## src/rtl/text_pkg.sv

```systemverilog
// Shared constants, FSM state encoding and the printable-byte filter for the text dump transmitter.
// Optional CR/LF line endings are enabled by defining TEXT_DUMP_CRLF_EN.
package text_pkg;

  localparam logic [7:0] ASCII_CR  = 8'h0D;
  localparam logic [7:0] ASCII_LF  = 8'h0A;
  localparam logic [7:0] ASCII_DOT = 8'h2E;
  localparam logic [7:0] PRINT_MIN = 8'h20;
  localparam logic [7:0] PRINT_MAX = 8'h7E;

  localparam logic [4:0] COL_FIRST = 5'd24;
  localparam logic [4:0] COL_LAST  = 5'd31;
  localparam logic [1:0] ROW_LAST  = 2'd3;

  typedef logic [2:0] state_t;

  localparam state_t IDLE   = 3'd0;
  localparam state_t ADDR   = 3'd1;
  localparam state_t LATCH  = 3'd2;
  localparam state_t SEND   = 3'd3;
  localparam state_t FIN    = 3'd4;
`ifdef TEXT_DUMP_CRLF_EN
  localparam state_t EOL_CR = 3'd5;
  localparam state_t EOL_LF = 3'd6;
`endif

  // Control characters and DEL would upset a terminal, so they go out as '.'.
  function automatic logic [7:0] printable(input logic [7:0] b);
    return ((b < PRINT_MIN) || (b > PRINT_MAX)) ? ASCII_DOT : b;
  endfunction

endpackage

```

## src/rtl/uart_tx_byte.sv

```systemverilog
// 8N1 UART byte serializer: start bit, eight data bits LSB first, one stop bit.
// A byte is taken when valid && ready; ready is high only while the line is idle.
module uart_tx_byte #(
  parameter int BIT_CLKS = 16
) (
  input  logic       clk,
  input  logic       reset_n,
  input  logic       valid,
  input  logic [7:0] data,
  output logic       ready,
  output logic       tx
);

  localparam int CNT_W = (BIT_CLKS > 1) ? $clog2(BIT_CLKS) : 1;
  localparam logic [CNT_W-1:0] CNT_MAX  = CNT_W'(BIT_CLKS - 1);
  localparam logic [3:0]       LAST_DATA = 4'd8;
  localparam logic [3:0]       STOP_BIT  = 4'd9;

  logic [CNT_W-1:0] cnt_q, cnt_d;
  logic [3:0]       bit_q, bit_d;
  logic [7:0]       shift_q, shift_d;
  logic             active_q, active_d;
  logic             tx_q, tx_d;

  assign ready = !active_q;
  assign tx    = tx_q;

  // bit_q: 0 = start bit, 1..8 = data bits, 9 = stop bit.
  always_comb begin
    cnt_d    = cnt_q;
    bit_d    = bit_q;
    shift_d  = shift_q;
    active_d = active_q;
    tx_d     = tx_q;
    if (!active_q) begin
      if (valid) begin
        active_d = 1'b1;
        shift_d  = data;
        bit_d    = '0;
        cnt_d    = '0;
        tx_d     = 1'b0;
      end
    end else if (cnt_q == CNT_MAX) begin
      cnt_d = '0;
      if (bit_q == STOP_BIT) begin
        active_d = 1'b0;
        tx_d     = 1'b1;
      end else begin
        bit_d = bit_q + 4'd1;
        if (bit_q == LAST_DATA) begin
          tx_d = 1'b1;
        end else begin
          tx_d    = shift_q[0];
          shift_d = {1'b0, shift_q[7:1]};
        end
      end
    end else begin
      cnt_d = cnt_q + CNT_W'(1);
    end
  end

  always_ff @(posedge clk or negedge reset_n) begin
    if (!reset_n) begin
      cnt_q    <= '0;
      bit_q    <= '0;
      shift_q  <= '0;
      active_q <= 1'b0;
      tx_q     <= 1'b1;
    end else begin
      cnt_q    <= cnt_d;
      bit_q    <= bit_d;
      shift_q  <= shift_d;
      active_q <= active_d;
      tx_q     <= tx_d;
    end
  end

endmodule

```

## src/rtl/text_dump_tx.sv

```systemverilog
// Dumps columns 24..31 of a 4-row text buffer over a UART, one row per line.
// Define TEXT_DUMP_CRLF_EN to terminate each row with CR LF (40 bytes per dump instead of 32).
module text_dump_tx #(
  parameter int CLK_HZ = 100_000_000,
  parameter int BAUD   = 9600
) (
  input  logic       clk,
  input  logic       reset_n,
  input  logic       start,
  output logic [1:0] ram_row,
  output logic [4:0] ram_col,
  input  logic [7:0] ram_data,
  output logic       tx,
  output logic       busy,
  output logic       done
);

  import text_pkg::*;

  localparam int BIT_CLKS = CLK_HZ / BAUD;

  state_t     state_q, state_d;
  logic [1:0] row_q, row_d;
  logic [4:0] col_q, col_d;
  logic [7:0] byte_q, byte_d;
  logic       sent_q, sent_d;
  logic       busy_q, busy_d;
  logic       done_q, done_d;

  logic       ser_valid;
  logic       ser_ready;
  logic [7:0] ser_data;

  assign ram_row = row_q;
  assign ram_col = col_q;
  assign busy    = busy_q;
  assign done    = done_q;

`ifdef TEXT_DUMP_CRLF_EN
  assign ser_valid = ((state_q == SEND) || (state_q == EOL_CR) || (state_q == EOL_LF)) && !sent_q;
  assign ser_data  = (state_q == SEND)   ? byte_q :
                     (state_q == EOL_CR) ? ASCII_CR : ASCII_LF;
`else
  assign ser_valid = (state_q == SEND) && !sent_q;
  assign ser_data  = byte_q;
`endif

  uart_tx_byte #(
    .BIT_CLKS(BIT_CLKS)
  ) u_uart (
    .clk    (clk),
    .reset_n(reset_n),
    .valid  (ser_valid),
    .data   (ser_data),
    .ready  (ser_ready),
    .tx     (tx)
  );

  // The row/col registers double as the read address: they only move on the
  // transition into ADDR, so the buffer sees a stable address through LATCH.
  // sent_q separates "byte handed over" from "line idle again" in each send state.
  always_comb begin
    state_d = state_q;
    row_d   = row_q;
    col_d   = col_q;
    byte_d  = byte_q;
    sent_d  = sent_q;
    busy_d  = busy_q;
    done_d  = 1'b0;
    case (state_q)
      IDLE: begin
        if (start) begin
          row_d   = '0;
          col_d   = COL_FIRST;
          busy_d  = 1'b1;
          state_d = ADDR;
        end
      end
      ADDR: begin
        state_d = LATCH;
      end
      LATCH: begin
        byte_d  = printable(ram_data);
        sent_d  = 1'b0;
        state_d = SEND;
      end
      SEND: begin
        if (!sent_q) begin
          if (ser_ready) sent_d = 1'b1;
        end else if (ser_ready) begin
          sent_d = 1'b0;
          if (col_q != COL_LAST) begin
            col_d   = col_q + 5'd1;
            state_d = ADDR;
          end else begin
`ifdef TEXT_DUMP_CRLF_EN
            state_d = EOL_CR;
`else
            if (row_q == ROW_LAST) begin
              state_d = FIN;
            end else begin
              row_d   = row_q + 2'd1;
              col_d   = COL_FIRST;
              state_d = ADDR;
            end
`endif
          end
        end
      end
`ifdef TEXT_DUMP_CRLF_EN
      EOL_CR: begin
        if (!sent_q) begin
          if (ser_ready) sent_d = 1'b1;
        end else if (ser_ready) begin
          sent_d  = 1'b0;
          state_d = EOL_LF;
        end
      end
      EOL_LF: begin
        if (!sent_q) begin
          if (ser_ready) sent_d = 1'b1;
        end else if (ser_ready) begin
          sent_d = 1'b0;
          if (row_q == ROW_LAST) begin
            state_d = FIN;
          end else begin
            row_d   = row_q + 2'd1;
            col_d   = COL_FIRST;
            state_d = ADDR;
          end
        end
      end
`endif
      FIN: begin
        done_d  = 1'b1;
        busy_d  = 1'b0;
        state_d = IDLE;
      end
      default: begin
        state_d = IDLE;
      end
    endcase
  end

  always_ff @(posedge clk or negedge reset_n) begin
    if (!reset_n) begin
      state_q <= IDLE;
      row_q   <= '0;
      col_q   <= '0;
      byte_q  <= '0;
      sent_q  <= 1'b0;
      busy_q  <= 1'b0;
      done_q  <= 1'b0;
    end else begin
      state_q <= state_d;
      row_q   <= row_d;
      col_q   <= col_d;
      byte_q  <= byte_d;
      sent_q  <= sent_d;
      busy_q  <= busy_d;
      done_q  <= done_d;
    end
  end

endmodule

```

## config.mk

```make
export PLATFORM = sky130hd
export DESIGN_NAME = text_dump_tx
export DESIGN_NICKNAME = d
export VERILOG_FILES = /design/src/rtl/text_pkg.sv /design/src/rtl/uart_tx_byte.sv /design/src/rtl/text_dump_tx.sv
export SDC_FILE = /design/constraint.sdc
export NUM_CORES = 1
export LEC_CHECK = 0
export ABC_AREA = 1
export ABC_CLOCK_PERIOD_IN_PS = 4700
export CORE_MARGIN = 2
export CORE_UTILIZATION = 60
export DETAILED_ROUTE_END_ITERATION = 8
export PLACE_DENSITY = 0.79
export SLEW_MARGIN = 20
export SYNTH_ARGS = -nofsm -noshare
export SYNTH_HDL_FRONTEND = slang
export SYNTH_SLANG_ARGS = --single-unit
```

## constraint.sdc

```tcl
create_clock -name clk -period 4.7 [get_ports clk]
set_clock_uncertainty 0.15 [all_clocks]
set_input_delay 0.94 -clock clk [delete_from_list [all_inputs] [get_ports clk]]
set_output_delay 0.94 -clock clk [all_outputs]
set_load 0.01 [all_outputs]
```

* Word level (Yosys, flattened, before mapping) *
Index checks and enable logic that the tools add are counted.
W data, S select, Z words.

operators by class
  add/subtract/negate cells = 4
  magnitude comparators = 2
  eq/ne operators = 18
  multiplexer cells = 47
  reduce and logical (&&, ||, !) cells = 15

operator list
  operator                 number
  $mux W8                  6
  $mux W14                 3
  $mux W5                  5
  $mux W4                  4
  $ne A2 B2 Y1 const B     8
  $mux W3                  5
  $add A14 B1 Y14 const B  1
  $eq A14 B14 Y1 const B   1
  $mux W1                  14
  $pmux W3 S4              1
  $mux W2                  5
  $pmux W5 S2              1
  $eq A4 B4 Y1 const B     2
  $gt A8 B7 Y1 const B     1
  $lt A8 B6 Y1 const B     1
  $reduce_bool A2 Y1       4
  $eq A3 B2 Y1 const B     2
  $reduce_and A3 Y1        2
  $reduce_and A6 Y1        1
  $add A5 B1 Y5 const B    1
  $ne A5 B5 Y1 const B     1
  $reduce_and A5 Y1        1
  $add A4 B1 Y4 const B    1
  $pmux W1 S2              2
  other kinds (12)         13

word-level totals
  register bits = 49
  logic and storage cells = 98

* Logic depth before layout (Yosys ltp) *
Gate-level depths: netlist (run 1).

  depth after elaboration = 6
  depth in mapped cells = 10
  mapped depth without buffers = 9

* Modules after synthesis *
From an unflattened synthesis (run 1), not the netlist that was laid out.

unflattened totals
  cell total of the unflattened synthesis = 379
  area, all modules = 2,821.5 sq um

modules (own cells, without submodules)
  module        times used  cells an instance  area an instance (sq um)  seq. area each (sq um)
  uart_tx_byte  1           238                1,732.9                   701.9
  text_dump_tx  1           141                1,088.5                   525.5

* Least setup slack after synthesis (run 1) *
OpenSTA, ideal clock, no wires.

  path kind = in2reg
  start point = input port ram_data[0]
  end point = register byte_q[1]
  library setup time = 0.119 ns
  arrival = 1.488 ns
  data required time = 4.431 ns
  path slack = 2.943 ns
  stages on the path = 4
  buffers on the path = 0
  cell sequence = and3_1 -> nand2_1 -> o211ai_1 -> o21a_1

between the ends
  longest elaborated chain between the ends = 3

RTL lines
  element                                       RTL line             text
  start: declaration                            text_dump_tx.sv:12   input logic [7:0] ram_data,
  $lt A8 B6 Y1 or $gt A8 B7 Y1 (tied branches)  text_pkg.sv:29       return ((b < PRINT_MIN) || (b > PRINT_MAX)) ? ASCII_DOT : b;
  $logic_or A1 B1 Y1 *                          text_pkg.sv:29
  $mux W8 *                                     text_pkg.sv:29
  end signal: assignment                        text_dump_tx.sv:158  byte_q <= byte_d;
  end: declaration                              text_dump_tx.sv:25   logic [7:0] byte_q, byte_d;

Every way passes the cells marked *; elsewhere a longest branch is shown, timed or not.
A chain may end at the register's enable or synchronous reset.

* Worst setup path after layout (run 1) *
  start point = register u_uart.tx_q (netlist: u_uart.tx)
  end point = output port tx

RTL lines
  element                   RTL line            text
  start: declaration        uart_tx_byte.sv:23  logic tx_q, tx_d;
  start signal: assignment  uart_tx_byte.sv:74  tx_q <= tx_d;
  end: declaration          text_dump_tx.sv:13  output logic tx,

No word-level cell between the ends.

==> metrics.md, run 1 <==
| Metric | Value |
|---|---|
| Inserted Diodes | `0` |
| Final period util | `between 50% and 60%` |
| # DRC | `0` |
| Syn Nets | `between 300 and 400` |
| Seq/Total Area, Yosys | `between 40% and 50%` |
| Design area | `approximately 3000 um^2` |
| GPL Wtd Cong | `around 0.89` |
| Slew @ Worst Pin | `between 0.6 and 0.7 ns` |
| #FFs+latches synth | `about 50` |
| CTS tree | `done` |
| Die Y | `~70 um` |
| Reg-to-reg startpoint | `u_uart.active_q$_DFF_PN0_` |
| Total gr overflow | `0` |
| FF-to-FF path depth | `6` |
| Post-Syn Area | `roughly 2700 um^2` |
| Max incr delay on CP | `0.54 ns` |
| Synth area leader | `dfrtp_1` |
| Fin crit period | `roughly 2.5 ns` |
| Compound-Gate Fraction of Synth Area | `under 10%` |
| Area contributors post-synth | `dfrtp_1 (44%), nand2_1 (15%), nand3_1 (7.8%)` |
| Synth warn | `0` |
| CTS Buf Count | `5` |
| Clk buf depth | `2` |
| Critical path arrival | `1.36 ns` |
| CP required | `approximately 3.6 ns` |
| Max cap viols | `0` |
| Sw power | `157.6 uW` |
| Synth unique cells | `34` |
| Adder-Cell Fraction of Synth Area | `2.779%` |
| Clk sinks | `49` |
| R2r endpoint | `u_uart.shift_q[4]$_DFFE_PN0P_` |
| Vias post-DR | `2289` |
| P_int | `between 600 and 700 uW` |
| RSZ-0062 raised after global routing | `no` |
| Rows | `24` |
| Die width | `just over 70 um` |
| Antenna violations before repair | `0` |
| Vias per cell | `about 5.4` |
| Synth cell count leaders | `nand2_1 (111), dfrtp_1 (48), nand3_1 (42)` |
| Cells after Synth | `approximately 360` |
| CP top delay family | `flip-flops` |
| Vias in the first global route | `roughly 2100` |
| Drt total wl | `between 5 and 6 mm` |
| Detailed router's first-iteration violation count | `approximately 140` |
| Crit path launch type | `flop` |
| Setup violators final | `0` |
| Max VDD drop | `about 0.00014 V` |
| Comb pwr share | `3.8%` |
| Core Box Area | `~4400 um^2` |
| First-pass GRT wire length | `around 9.4 mm` |
| Clk slew on worst S/H paths | `around 0.090 ns` |
| Top_reg_cell synth | `dfrtp_1` |
| Pwr/cell area | `253.9 nW/um^2` |
| Fin. max-slew vios | `0` |
| Max Clock Freq | `approximately 410 MHz` |
| Switch share | `20.44%` |
| Yosys top cell area share | `between 40% and 50%` |
| Ports | `21` |
| CP Max Fanout | `2` |
| Top-count cell post-synth | `nand2_1` |
| Static Leakage | `between 0.001 and 0.0015 uW` |
| Nets@finish | `slightly below 400` |
| Hold Path End | `u_uart.tx$_DFFE_PN1P_` |
| HPWL after DPL | `~3.7 mm` |
| Clk Latency, worst-skew pair | `approximately 0.3 ns` |
| Starting Density | `between 60% and 70%` |
| Post-Synth XOR/XNOR Area | `between 2 and 3%` |
| First drt pass iteration count | `4` |
| Final Hold Fails | `0` |
| Die ar. | `between 5000 and 6000 um^2` |
| Worst Setup End Kind | `primary output` |
| Crit path cell chain | `clkdlybuf4s50_1` |
| Number of enable flip-flop cells after synthesis | `0` |
| Postcts setup bufs | `0` |
| Setup TNS | `0 ns` |
| H-tree levels | `2` |
| Synth Area per Inst | `around 7.6 um^2` |
| Post-cts sizing count | `0` |
| Asr flop ratio synth | `between 90% and 100%` |
| Mux cell area share after synthesis | `0%` |
| Status | `finished clean` |
| Area growth syn-to-layout | `12.41%` |
| Simple-Gate Fraction of Synth Area | `around a third` |
| Category of the most critical setup path | `reg2out` |
| Largest net degree at the start of global routing | `50` |
| CP max stage cell | `dfstp_2` |
| Flop pwr share | `roughly 56%` |
| WL/cell | `between 10 and 15 um` |
| Number of port buffers | `20` |
| Reg2Reg Setup Slack | `~2.4 ns` |
| Root Driver | `clkbuf_8` |
| Antenna viol nets, final | `0` |
| Hold path depth | `2` |
| Hold Path Class | `reg2reg` |
| Max-slew headroom | `between 50% and 60%` |
| Largest family of logic cells by synthesized area | `simple AND/OR/NAND/NOR gates` |
| Placed instance area | `about 2900 um^2` |
| Layout cells sized above 1 | `5.333%` |
| Clock power share | `40.4%` |
| Cts hold-fix bufs | `0` |
| Min-delay src | `u_uart.tx$_DFFE_PN1P_` |
| WP buf/inv | `1` |
| GRT Total Usage | `between 20% and 30%` |
[worst max path at each step]
stage,slack (ns),start,to,cells past startpoint
3_3_place_gp,2.37,start,ram_col[1]$_DFFE_PN0P_,7
4_1_cts,2.24,u_uart.tx$_DFFE_PN1P_,tx,1
5_1_grt,2.20,u_uart.active_q$_DFF_PN0_,u_uart.shift_q[3]$_DFFE_PN0P_,6
2_1_floorplan,2.94,ram_data[0],byte_q[1]$_DFFE_PN0P_,4
6_report,2.25,u_uart.tx$_DFFE_PN1P_,tx,1
3_5_place_dp,2.34,start,ram_col[2]$_DFFE_PN0P_,7
[power by group through the flow]
stage               Sequential (uW)  Combinational [uW]  Clock [uW]
floorplan                       438                10.5           0
global placement                438                29.5           0
detailed placement              438                30.0           0
CTS                             430                29.9         318
global route                    431                34.3         333
finish                          430                29.4         312
[per-stage QoR]
step / hold slack, ns / setup WS (ns) / instances / utilization, % / power (uW)
floorplan: 0.2862 / 2.943 / 355 / - / 448.0
global placement: 0.3009 / 2.371 / 419 / 67.01 / 467.6
detailed placement: 0.3028 / 2.338 / 419 / 67.01 / 468.2
CTS: 0.3261 / 2.235 / 427 / 69.68 / 777.7
global route: 0.3502 / 2.197 / 427 / 69.74 / 798.3
finish: 0.3244 / 2.248 / 427 / 69.74 / 771.0
[worst min-delay path: stages (launching register included)]
cell	delay, ns
dfstp_2	0.38
nand2_1	0.05
o21ai_1	0.05
[routing by layer]
metal	vias up	wire, um	track usage [%]
li1	1176	-	-
met1	1068	2613	31.47
met2	36	2481	37.07
met3	9	188	4.986
met4	0	75	7.338
met5	-	0	0
[cells in the final DEF (no fill, tap or decap), types with 2 or more instances in the layout]
cell type,synthesis,layout
nand2_1,111,111
nor2_1,30,30
ha_1,6,6
nand4_1,5,5
o22ai_1,5,5
clkbuf_8,0,6
o21ai_0,16,16
a21oi_1,2,2
o211ai_1,2,2
xnor2_1,2,2
clkdlybuf4s50_1,0,19
o21bai_1,4,4
inv_2,3,3
o21ai_1,3,3
inv_1,38,38
nand3_2,2,2
nand3_1,42,42
nor3_1,6,6
xor2_1,6,6
or2_0,2,2
o21a_1,4,4
dfrtp_1,48,48
[final cells by class]
type / instances / area, um^2
clock buffer: 7 / 86.33
clock inverter: 1 / 30.03
fill: 372 / 1318
inverter: 41 / 153.9
multi-input combinational: 257 / 1276
sequential: 49 / 1227
tap: 52 / 65.06
timing repair buffer: 20 / 197.7
[flip-flops by register name (all words and copies together), names as in the netlist]
signal           count
ram_col              5
u_uart.tx            1
u_uart.bit_q         4
done                 1
ram_row              2
u_uart.cnt_q        14
state_q              3
busy                 1
u_uart.active_q      1
byte_q               8
sent_q               1
u_uart.shift_q       8
[kinds of logic (layout without fill, tap and decap cells)]
kind of cell,after synthesis,in the layout
buf+inv,49,69
xor+xnor,8,8
fa+ha+maj,6,6
flops,49,49
compound gates,38,38
simple gates,205,205
Power figures use the tool's default switching activity.
==> inputs of run 2 (changes only) <==
--- a/config.mk
+++ b/config.mk
@@ -6,11 +6,11 @@
 export NUM_CORES = 1
 export LEC_CHECK = 0
 export ABC_AREA = 1
-export ABC_CLOCK_PERIOD_IN_PS = 4700
+export ABC_CLOCK_PERIOD_IN_PS = 2300
 export CORE_MARGIN = 2
-export CORE_UTILIZATION = 60
+export CORE_UTILIZATION = 58
 export DETAILED_ROUTE_END_ITERATION = 8
-export PLACE_DENSITY = 0.79
+export PLACE_DENSITY = 0.76
 export SLEW_MARGIN = 20
 export SYNTH_ARGS = -nofsm -noshare
 export SYNTH_HDL_FRONTEND = slang
==> constraint.sdc (replaced) <==
create_clock -name clk -period 2.3 [get_ports clk]
set_clock_uncertainty 0.15 [all_clocks]
set_input_delay 0.46 -clock clk [delete_from_list [all_inputs] [get_ports clk]]
set_output_delay 0.46 -clock clk [all_outputs]
set_load 0.01 [all_outputs]
==> metrics.md, run 2 (synthesis gave the netlist of run 1 again) <==
| Metric | Value |
|---|---|
| HPWL after DPL | `3.980 mm (was 3.728 mm)` |
| # DRC | `0 (unchanged)` |
| Clock power share | `34.9% (was 40.4%)` |
| Post-cts sizing count | `0 (unchanged)` |
| Commonest cells after routing, fill and taps aside | `nand2_1 (111), dfrtp_1 (48), nand3_1 (42), inv_1 (38), nor2_1 (30) (unchanged)` |
| Design area | `3062 um^2 (was 3037 um^2)` |
| Category of the most critical setup path | `reg2out (unchanged)` |
| Rows | `24 (unchanged)` |
| Clk Latency, worst-skew pair | `0.29 ns (was 0.30 ns)` |
| WHS | `0.004199 ns (was 0.3244 ns)` |
| Root Driver | `clkbuf_8 (unchanged)` |
| Antenna viol nets, final | `0 (unchanged)` |
| WL/cell | `12.81 um (was 12.55 um)` |
| CP max stage cell | `dfstp_2 (unchanged)` |
| Max VDD drop | `0.0002677 V (was 0.0001374 V)` |
| Crit path cell chain | `clkdlybuf4s50_1 (unchanged)` |
| Inserted Diodes | `0 (unchanged)` |
| Final Hold Fails | `0 (unchanged)` |
| Comb pwr share | `4.5% (was 3.8%)` |
| Total gr overflow | `0 (unchanged)` |
| Worst Setup End Kind | `primary output (unchanged)` |
| Setup TNS | `0 ns (unchanged)` |
| FILL cells | `405 (was 372)` |
| CP top delay family | `flip-flops (unchanged)` |
| Crit path launch type | `flop (unchanged)` |
| GPL Wtd Cong | `0.8317 (was 0.8904)` |
| Antenna violations before repair | `0 (unchanged)` |
| Status | `finished clean (unchanged)` |
| First-pass GRT wire length | `9.549 mm (was 9.363 mm)` |
| Die Y | `72.25 um (was 71.10 um)` |
| Starting Density | `61.20% (was 62.04%)` |
| Postcts setup bufs | `0 (unchanged)` |
| Nets@finish | `397 (was 391)` |
| Fin util | `69.36% (was 69.74%)` |
| CP Max Fanout | `2 (unchanged)` |
| Area growth syn-to-layout | `13.34% (was 12.41%)` |
| Vias in the first global route | `2132 (was 2114)` |
| Fin crit period | `1.965 ns` |
| Max incr delay on CP | `0.54 ns (about the same)` |
| Placed instance area | `2975 um^2 (was 2918 um^2)` |
| Largest register FFs | `14 (unchanged)` |
| Top reg by flops | `u_uart.cnt_q (unchanged)` |
| First drt pass iteration count | `4 (unchanged)` |
| CP required | `1.69 ns (was 3.61 ns)` |
| Vias post-DR | `2329 (was 2289)` |
| Max cap viols | `0 (unchanged)` |
| Die ar. | `5219 um^2 (was 5055 um^2)` |
| CTS tree | `done (unchanged)` |
| Layout cells sized above 1 | `6.579% (was 5.333%)` |
| Core Box Area | `4414 um^2 (was 4354 um^2)` |
| Placed cell count | `425 (was 419)` |
| H-tree levels | `2 (unchanged)` |
| Clk buf depth | `2 (unchanged)` |
| Number of port buffers | `20 (unchanged)` |
| WP buf/inv | `1 (unchanged)` |
| Setup violators final | `0 (unchanged)` |
| Drt total wl | `5.535 mm (was 5.359 mm)` |
| Critical path arrival | `1.35 ns (was 1.36 ns)` |
| Cts hold-fix bufs | `0 (unchanged)` |
| Most common cell after layout, fill and taps aside | `nand2_1 (unchanged)` |
| Die width | `72.25 um (was 71.10 um)` |
| Clk sinks | `49 (unchanged)` |
| Sw power | `309.3 uW (was 157.6 uW)` |
| GRT Total Usage | `23.20% (was 23.07%)` |
| Max-slew headroom | `61.14% (was 58.76%)` |
| Top flop regs | `u_uart.cnt_q: 14 flops, byte_q: 8 flops, u_uart.shift_q: 8 flops (unchanged)` |
| Max Clock Freq | `~510 MHz` |
| RSZ-0062 raised after global routing | `no (unchanged)` |
| CTS Buf Count | `5 (unchanged)` |
| Switch share | `21.33% (was 20.44%)` |
| Flop pwr share | `60.6% (was 55.8%)` |
| Ports | `21 (unchanged)` |
| Fin. max-slew vios | `0 (unchanged)` |
| Final period util | `about 85%` |
| Slew @ Worst Pin | `0.5830 ns (was 0.6186 ns)` |
| Static Leakage | `0.001485 uW (was 0.001467 uW)` |
| Detailed router's first-iteration violation count | `159 (was 135)` |
| Vias per cell | `5.391 (was 5.361)` |
| Clk slew on worst S/H paths | `0.09 ns (about the same)` |
| Largest net degree at the start of global routing | `27 (was 50)` |
| Hold Path Class | `in2async (was reg2reg)` |
| Fin cells | `432 (was 427)` |
| P_int | `1141 uW (was 613.4 uW)` |
| Pwr/cell area | `473.6 nW/um^2 (was 253.9 nW/um^2)` |
run 2: worst register-to-register path, delay by kind of cell, from the launching register on:
kind | cells | cell delay (ns)
flip-flops | 1 | 0.49
AO/OA/AOI/OAI | 1 | 0.12
AND/OR/NAND/NOR | 5 | 0.68
buffers and inverters | 2 | 0.33
run 2: final timing paths:
path                                              from                       endpoint  slack (ns)  cells after the start
min in group clk                 u_uart.tx$_DFFE_PN1P_          u_uart.tx$_DFFE_PN1P_        0.32                      2
max in group asynchronous                      reset_n         ram_row[1]$_DFFE_PN0P_        1.46                      2
worst max-delay path             u_uart.tx$_DFFE_PN1P_                             tx        0.34                      1
worst min-delay path                           reset_n   u_uart.cnt_q[11]$_DFFE_PN0P_       0.004                      1
worst min register to register   u_uart.tx$_DFFE_PN1P_          u_uart.tx$_DFFE_PN1P_        0.32                      2
worst max register to register  state_q[0]$_DFFE_PN0P_  u_uart.shift_q[0]$_DFFE_PN0P_        0.43                      8
run 2: routing by layer:
layer,GRT usage [%],up-vias,share of wire [%]
li1,-,1188,-
met2,37.41,40,48
met5,0,-,0
met3,3.194,7,2.6
met1,32.48,1094,48
met4,7.757,0,1.4
run 2: power by group through the flow:
stage                     logic, uW  clock network, uW  registers (uW)
after detailed placement       66.8                  0             895
final                          65.3                506             878
after global routing           74.6                549             880
after global placement         64.2                  0             895
after CTS                      67.1                519             878
after floorplan                21.5                  0             894
run 2: metrics by stage:
step                      worst slack [ns]  power [uW]
after floorplan                     0.6671       915.6
after global placement              0.4519       959.0
after detailed placement            0.4312       962.1
after CTS                           0.3241        1465
after global routing                0.2855        1503
final                               0.3351        1450
run 2: layout make-up:
class	count	area [um^2]	area share, %
well taps	52	65.06	2.125
flip-flops and latches	49	1227	40.09
inverters	41	153.9	5.027
multi-input cells	257	1276	41.68
repair buffers	26	252.7	8.255
clock buffers	7	86.33	2.820
==> inputs of run 3 (changes only) <==
--- a/config.mk
+++ b/config.mk
@@ -8,9 +8,9 @@
 export ABC_AREA = 1
 export ABC_CLOCK_PERIOD_IN_PS = 2300
 export CORE_MARGIN = 2
-export CORE_UTILIZATION = 58
+export CORE_UTILIZATION = 35
 export DETAILED_ROUTE_END_ITERATION = 8
-export PLACE_DENSITY = 0.76
+export PLACE_DENSITY = 0.49
 export SLEW_MARGIN = 20
 export SYNTH_ARGS = -nofsm -noshare
 export SYNTH_HDL_FRONTEND = slang
==> metrics.md, run 3 (synthesis gave the netlist of run 1 again) <==
| Metric | Value |
|---|---|
| Status | `finished clean (unchanged)` |
| Busiest grt layer | `met2 (unchanged)` |
| Post-cts sizing count | `0 (unchanged)` |
| Die ar. | `8436 um^2 (was 5219 um^2)` |
| Max VDD drop | `0.0002421 V (was 0.0002677 V)` |
| Max cap viols | `0 (unchanged)` |
| Reg2Reg Setup Slack | `0.46 ns (was 0.43 ns)` |
| Top reg by flops | `u_uart.cnt_q (unchanged)` |
| Critical path arrival | `1.37 ns (was 1.35 ns)` |
| # DRC | `0 (unchanged)` |
| Rows | `32 (was 24)` |
| Crit path cell chain | `clkdlybuf4s50_1 (unchanged)` |
| Worst Setup End Kind | `primary output (unchanged)` |
| Antenna viol nets, final | `0 (unchanged)` |
| Antenna violations before repair | `0 (unchanged)` |
| CP max stage cell | `dfstp_2 (unchanged)` |
| R2r endpoint | `u_uart.shift_q[1]$_DFFE_PN0P_ (was u_uart.shift_q[0]$_DFFE_PN0P_)` |
| Met3 Use GR | `2.794% (was 3.194%)` |
| Layout cells sized above 1 | `7.087% (was 6.579%)` |
| Category of the most critical setup path | `reg2out (unchanged)` |
| FF-to-FF path depth | `8 (unchanged)` |
| Hold Path Class | `in2async (unchanged)` |
| CTS Buf Count | `5 (unchanged)` |
| Final period util | `86.24% (was 85.43%)` |
| RSZ-0062 raised after global routing | `no (unchanged)` |
| GRT Total Usage | `15.07% (was 23.20%)` |
| Max-slew headroom | `55.91% (was 61.14%)` |
| Postcts setup bufs | `0 (unchanged)` |
| Number of port buffers | `20 (unchanged)` |
| Core Box Area | `7607 um^2 (was 4414 um^2)` |
| Clk buf depth | `2 (unchanged)` |
| Largest net degree at the start of global routing | `50 (was 27)` |
| Clk slew on worst S/H paths | `0.09 ns (about the same)` |
| Detailed router's first-iteration violation count | `95 (was 159)` |
| Clk Latency, worst-skew pair | `0.31 ns (was 0.29 ns)` |
| CP Depth | `1 (unchanged)` |
| Nets@finish | `397 (unchanged)` |
| Total gr overflow | `0 (unchanged)` |
| Vias per cell | `4.677 (was 5.391)` |
| Final Hold Fails | `0 (unchanged)` |
| GR Layer Usage met1 | `20.47% (was 32.48%)` |
| Die Y | `91.85 um (was 72.25 um)` |
| GPL Wtd Cong | `0.7501 (was 0.8317)` |
| Inserted Diodes | `0 (unchanged)` |
| Fin. max-slew vios | `0 (unchanged)` |
| WL/cell | `12.20 um (was 12.81 um)` |
| CTS tree | `done (unchanged)` |
| M2 GR Usage | `24.94% (was 37.41%)` |
| Starting Density | `35.51% (was 61.20%)` |
| Die width | `91.85 um (was 72.25 um)` |
| Drt total wl | `5.893 mm (was 5.535 mm)` |
| Root Driver | `clkbuf_8 (unchanged)` |
| Setup TNS | `0 ns (unchanged)` |
| Clk sinks | `49 (unchanged)` |
| Max incr delay on CP | `0.55 ns (was 0.54 ns)` |
| Pwr/cell area | `501.7 nW/um^2 (was 473.6 nW/um^2)` |
| Area growth syn-to-layout | `16.26% (was 13.34%)` |
| Fin cells | `483 (was 432)` |
| First drt pass iteration count | `4 (unchanged)` |
| Setup violators final | `0 (unchanged)` |
| Fin crit period | `1.984 ns (was 1.965 ns)` |
| Slew @ Worst Pin | `0.6614 ns (was 0.5830 ns)` |
| CP top delay family | `flip-flops (unchanged)` |
| Vias in the first global route | `2198 (was 2132)` |
| WP buf/inv | `1 (unchanged)` |
| First-pass GRT wire length | `10.33 mm (was 9.549 mm)` |
| Static Leakage | `0.001490 uW (was 0.001485 uW)` |
| CP Max Fanout | `2 (unchanged)` |
| H-tree levels | `2 (unchanged)` |
| Commonest cells after routing, fill and taps aside | `nand2_1 (111), dfrtp_1 (48), nand3_1 (42), inv_1 (38), nor2_1 (30) (unchanged)` |
| Top flop regs | `u_uart.cnt_q: 14 flops, byte_q: 8 flops, u_uart.shift_q: 8 flops (unchanged)` |
| Max Clock Freq | `504.1 MHz (was 508.9 MHz)` |
| Crit path launch type | `flop (unchanged)` |
| CP required | `1.69 ns (about the same)` |
| Largest register FFs | `14 (unchanged)` |
| Cts hold-fix bufs | `0 (unchanged)` |
| Reg-to-reg startpoint | `state_q[0]$_DFFE_PN0P_ (unchanged)` |
| HPWL after DPL | `4.158 mm (was 3.980 mm)` |
| Placed cell count | `475 (was 425)` |
| Vias post-DR | `2259 (was 2329)` |
| Ports | `21 (unchanged)` |
| Most common cell after layout, fill and taps aside | `nand2_1 (unchanged)` |
## run 3: layout make-up
| cell class | instances | area, um^2 |
|---|---|---|
| Clock buffer | 5 | 68.82 |
| Clock inverter | 3 | 46.29 |
| Fill cell | 796 | 4467 |
| Inverter | 41 | 153.9 |
| Multi-Input combinational cell | 257 | 1276 |
| Sequential cell | 49 | 1227 |
| Tap cell | 102 | 127.6 |
| Timing Repair Buffer | 26 | 240.2 |
## run 3: worst max path at each step
stage                                      startpoint                            end
final                           u_uart.tx$_DFFE_PN1P_                             tx
after CTS                       u_uart.tx$_DFFE_PN1P_                             tx
after floorplan           u_uart.bit_q[0]$_DFFE_PN0P_  u_uart.shift_q[0]$_DFFE_PN0P_
after global routing            u_uart.tx$_DFFE_PN1P_                             tx
after global placement                          start         ram_col[2]$_DFFE_PN0P_
after detailed placement                        start         ram_col[2]$_DFFE_PN0P_
## run 3: power breakdown
group	leakage, uW	switching, uW	internal (uW)
registers	0.000596	5.41	873
logic	0.000840	35.7	26.5
clock network	0.0000543	309	326
total	0.00149	350	1230
## run 3: through the flow
| step | cell area (um^2) | util, % | power, uW | worst slack [ns] | hold slack (ns) |
|---|---|---|---|---|---|
| 5_1_grt | 3141 | 41.28 | 1645 | 0.2776 | 0.1714 |
| 2_1_floorplan | 2701 | - | 915.6 | 0.6671 | 0.01441 |
| 4_1_cts | 3141 | 41.28 | 1609 | 0.2945 | 0.1340 |
| 3_5_place_dp | 3025 | 39.77 | 959.5 | 0.4306 | 0.3064 |
| 3_3_place_gp | 3025 | 39.77 | 959.2 | 0.4243 | 0.3030 |
| 6_report | 3141 | 41.28 | 1576 | 0.3164 | 0.09164 |
## run 3: per-layer routing
| layer | vias up | routed length [um] |
|---|---|---|
| met5 | - | 0 |
| met4 | 0 | 56 |
| met3 | 5 | 135 |
| met2 | 24 | 2747 |
| met1 | 1044 | 2954 |
| li1 | 1186 | - |
